[src/rtl/mem_arbiter.sv]
// mem_arbiter: two-port round-robin arbiter sequencing fixed-latency accesses to a shared memory
module mem_arbiter #(
  parameter int ADDR_W = 64,
  parameter int DATA_W = 64,
  parameter int MEM_LATENCY = 1
) (
  input  logic              clk,
  input  logic              reset,
  input  logic              req0,
  input  logic              we0,
  input  logic [ADDR_W-1:0] addr0,
  input  logic [DATA_W-1:0] wdata0,
  output logic              gnt0,
  output logic              done0,
  output logic [DATA_W-1:0] rdata0,
  input  logic              req1,
  input  logic              we1,
  input  logic [ADDR_W-1:0] addr1,
  input  logic [DATA_W-1:0] wdata1,
  output logic              gnt1,
  output logic              done1,
  output logic [DATA_W-1:0] rdata1,
  output logic              mem_en,
  output logic              mem_rw,
  output logic [ADDR_W-1:0] mem_addr,
  output logic [DATA_W-1:0] mem_wdata,
  input  logic [DATA_W-1:0] mem_rdata
);
  typedef enum logic {IDLE, BUSY} state_t;
  state_t state;
  logic [3:0] cnt;
  logic last;
  logic win;
  always_comb win = (req0 & req1) ? ~last : req1;
  // last doubles as the owner of the transaction in flight
  always_ff @(posedge clk or negedge reset) begin
    if (!reset) begin
      state <= IDLE;
      cnt <= '0;
      last <= 1'b1;
      gnt0 <= 1'b0;
      gnt1 <= 1'b0;
      done0 <= 1'b0;
      done1 <= 1'b0;
      rdata0 <= '0;
      rdata1 <= '0;
      mem_en <= 1'b0;
      mem_rw <= 1'b0;
      mem_addr <= '0;
      mem_wdata <= '0;
    end else begin
      gnt0 <= 1'b0;
      gnt1 <= 1'b0;
      done0 <= 1'b0;
      done1 <= 1'b0;
      if (state == IDLE) begin
        if (req0 | req1) begin
          state <= BUSY;
          last <= win;
          gnt0 <= ~win;
          gnt1 <= win;
          mem_en <= 1'b1;
          mem_rw <= win ? we1 : we0;
          mem_addr <= win ? addr1 : addr0;
          mem_wdata <= win ? wdata1 : wdata0;
          cnt <= 4'(MEM_LATENCY - 1);
        end
      end else if (cnt == 4'd0) begin
        state <= IDLE;
        mem_en <= 1'b0;
        mem_rw <= 1'b0;
        done0 <= ~last;
        done1 <= last;
        if (!mem_rw && !last) rdata0 <= mem_rdata;
        if (!mem_rw && last) rdata1 <= mem_rdata;
      end else begin
        cnt <= cnt - 4'd1;
      end
    end
  end
endmodule

[config.mk]
export PLATFORM = sky130hd
export DESIGN_NAME = mem_arbiter
export DESIGN_NICKNAME = d
export VERILOG_FILES = /design/src/rtl/mem_arbiter.sv
export SDC_FILE = /design/constraint.sdc
export NUM_CORES = 1
export LEC_CHECK = 0
export CORE_AREA = 5 5 224 226
export CTS_BUF_LIST = sky130_fd_sc_hd__clkbuf_4 sky130_fd_sc_hd__clkbuf_8 sky130_fd_sc_hd__clkbuf_16
export CTS_CLUSTER_SIZE = 14
export DETAILED_ROUTE_END_ITERATION = 8
export DIE_AREA = 0 0 229 231
export SETUP_SLACK_MARGIN = 0.15
export SYNTH_ARGS = -nofsm -noshare
export SYNTH_HDL_FRONTEND = slang
export SYNTH_SLANG_ARGS = --single-unit
[constraint.sdc]
create_clock -name clk -period 6.4 [get_ports clk]
set_clock_uncertainty 0.2 [all_clocks]
set_input_delay 1.28 -clock clk [delete_from_list [all_inputs] [get_ports clk]]
set_output_delay 1.28 -clock clk [all_outputs]
set_load 0.05 [all_outputs]
==> flow_metrics.env <==
export IMPL_maxCapViolCount=0
export IMPL_clockRootBuffer="clkbuf_16"
export IMPL_drc=0
export IMPL_die_y_um=231
export IMPL_hold_viol=0
export IMPL_grt_pass1_wl_um=67500
export IMPL_first_pass_iters=4
export IMPL_rr_startpoint="cnt[0]"
export IMPL_overflow=0
export IMPL_multiInputGateArea_um2=4430
export IMPL_layout_drive_gt1_share=0.125
export IMPL_grt_max_degree=151
export IMPL_total_power_w=0.00949
export IMPL_ys_types=29
export IMPL_syn_nets=1349
export IMPL_slew_viol_final=0
export IMPL_worst_pin_slew_ns=1.03
export IMPL_synth_top_area_share=0.575
export IMPL_dpl_hpwl_um=33100
export IMPL_synth_most_common_cell="dfrtp_1"
export IMPL_place_congestion=0.805
export IMPL_synthCells=1021
export IMPL_core_um2=48100
export IMPL_synth_seq_cells=268
export IMPL_wirelength_um=45100
export IMPL_clock_path_buffers=3
export IMPL_cts_resized_gates=0
export IMPL_final_seq_area_um2=6710
export IMPL_clock_fmax_mhz=299
export IMPL_numPortBuffers=587
export IMPL_grt_pass1_vias=10803
export IMPL_final_cells=2224
export IMPL_synth_seq_area_share=0.578
export IMPL_r2r_end="rdata0[18]"
export IMPL_worstPathRequired_ns=6.69
export IMPL_fp_row_count=81
export IMPL_crit_fanout=50
export IMPL_ant_nets=0
export IMPL_vdd_drop_max_mv=0.185
export IMPL_cts_sinks=268
export IMPL_avgViaCountPerCell=4.50
export IMPL_setup_violations=0
export IMPL_dp_cells=2168
export IMPL_status="completed"
export IMPL_slew_headroom=0.312
export IMPL_finalCriticalPeriod_ns=3.35
export IMPL_rsz0062_at_grt="false"
export IMPL_start_util=0.241
export IMPL_grtUsageTotal=0.161
export IMPL_rrSetupSlack_ns=3.60
export IMPL_period_share=0.523
export IMPL_setup_ws_ns=3.05
export IMPL_worst_r2r_path_depth=6
export IMPL_cp_endpoint="mem_wdata[58]"
export IMPL_post_cts_buffers=0
export IMPL_cts_buffers=31
export IMPL_die_area_um2=52900
export IMPL_power_density_nw_per_um2=499
export IMPL_clock_latency_ns=0.56
export IMPL_io_pins=588
export IMPL_synth_top_flop_cell="dfrtp_1"
export IMPL_die_w_um=229
export IMPL_cts_htree_levels=1
export IMPL_synth_edf_count=0
export IMPL_hold_path_class="reg2reg"
export IMPL_netlist_area_um2=11600
export IMPL_synth_avg_cell_area_um2=11.4
export IMPL_area_delta_synth_final_pct=63.7
export IMPL_p_leak_nw=8.26
export IMPL_vias=10005
export IMPL_tritoncts="done"
export IMPL_drtIter0Drc=547
export IMPL_startpoint="req0"
export IMPL_crit_type="in2reg"
export IMPL_synth_top_cells_by_count="267 x dfrtp_1, 259 x a21oi_1, 135 x nand2_1"
export IMPL_cts_hold_fix_buffers=0
export IMPL_tns_ns=0
export IMPL_antenna_found_initial=8
export IMPL_fill_cells=4641
export IMPL_clkSlewWorstSetupHoldPaths_ns=0.06
export IMPL_finalNetCount=1907
export IMPL_crit_arrival_ns=3.63
export IMPL_synth_async_reset_ratio=1.00
export IMPL_crit_path_end_kind="flip-flop"
export IMPL_yosysWarnings=0
export IMPL_critPathLaunchType="primary input"
export IMPL_netlist_top_cells_area="dfrtp_1 58%, mux2_4 16%, a21oi_1 11%, nand2_1 4.4%, nor2_1 4.3%"
export IMPL_dpl_worst_slack_ns=2.51
export IMPL_routedWlPerCell_um=20.3
export IMPL_synth_area_leader_cell="dfrtp_1"
[flip-flops by register name, summed over array words and instances (netlist names)]
| register | flops |
|---|---|
| cnt | 4 |
| done0 | 1 |
| done1 | 1 |
| gnt0 | 1 |
| gnt1 | 1 |
| last | 1 |
| mem_addr | 64 |
| mem_en | 1 |
| mem_rw | 1 |
| mem_wdata | 64 |
| rdata0 | 64 |
| rdata1 | 64 |
| state | 1 |
[worst min path at each step]
stage / start / endpoint / slack, ns / cells past startpoint
after floorplan: cnt[0] / cnt[0] / 0.28 / 1
after global placement: mem_en / mem_en / 0.26 / 2
after detailed placement: mem_en / mem_en / 0.29 / 2
after CTS: mem_en / mem_en / 0.30 / 2
after global routing: rdata0[63] / rdata0[63] / 0.31 / 1
final: mem_en / mem_en / 0.30 / 2
[layout make-up]
| class | instances | share of cell area |
|---|---|---|
| flip-flops and latches | 268 | 0.353 |
| repair buffers | 597 | 0.316 |
| multi-input cells | 677 | 0.233 |
| clock buffers | 44 | 0.0486 |
| well taps | 622 | 0.0409 |
| clock inverters | 9 | 0.00776 |
| inverters | 4 | 0.000790 |
| diodes | 3 | 0.000395 |
[cell usage in the layout (no fill, tap or decap), drive strengths merged, types with 2 or more instances in the layout]
cell           instances
a21oi                259
buf                   11
bufinv                 4
clkbuf                44
clkdlybuf4s50        586
clkinv                 4
dfrtp                267
diode                  3
ha                     2
inv                    4
mux2                 128
mux2i                  2
nand2                135
nor2                 132
o21ai                  5
or3                    2
[cells by family after synthesis]
kind of cell | after synthesis | share of synthesized area
adder cells (fa/ha/maj) | 2 | 0.00215
buffers and inverters | 76 | 0.0448
AND/OR/NAND/NOR | 275 | 0.0927
AO/OA/AOI/OAI | 270 | 0.118
flip-flops | 268 | 0.578
multiplexers | 130 | 0.165
[layer usage]
| metal | GRT usage | wire (um) |
|---|---|---|
| met2 | 0.277 | 22100 |
| met3 | 0.0617 | 4440 |
| met4 | 0.0436 | 998 |
| met5 | 0 | 0 |
| met1 | 0.189 | 17600 |
[worst max-delay path, stage by stage]
cell and delay (ns):
clkdlybuf4s50_1 0.59, o21bai_4 0.69, buf_4 0.65, a21oi_1 0.14, a21oi_1 0.18
[power by group]
group / leakage [nW] / internal [W] / switching [W] / total, W
sequential: 3.08 / 0.00230 / 0.000359 / 0.00266
combinational: 4.64 / 0.00189 / 0.00308 / 0.00497
clock: 0.535 / 0.00115 / 0.000711 / 0.00186
[per-stage QoR]
step	instance area (um2)	util	hold WS [ns]
2_1_floorplan	11600	-	0.281
3_3_place_gp	17900	0.373	0.265
3_5_place_dp	17900	0.373	0.287
4_1_cts	19000	0.395	0.301
5_1_grt	19000	0.395	0.314
6_report	19000	0.395	0.301
No activity file was read; power rests on OpenSTA's default activity.
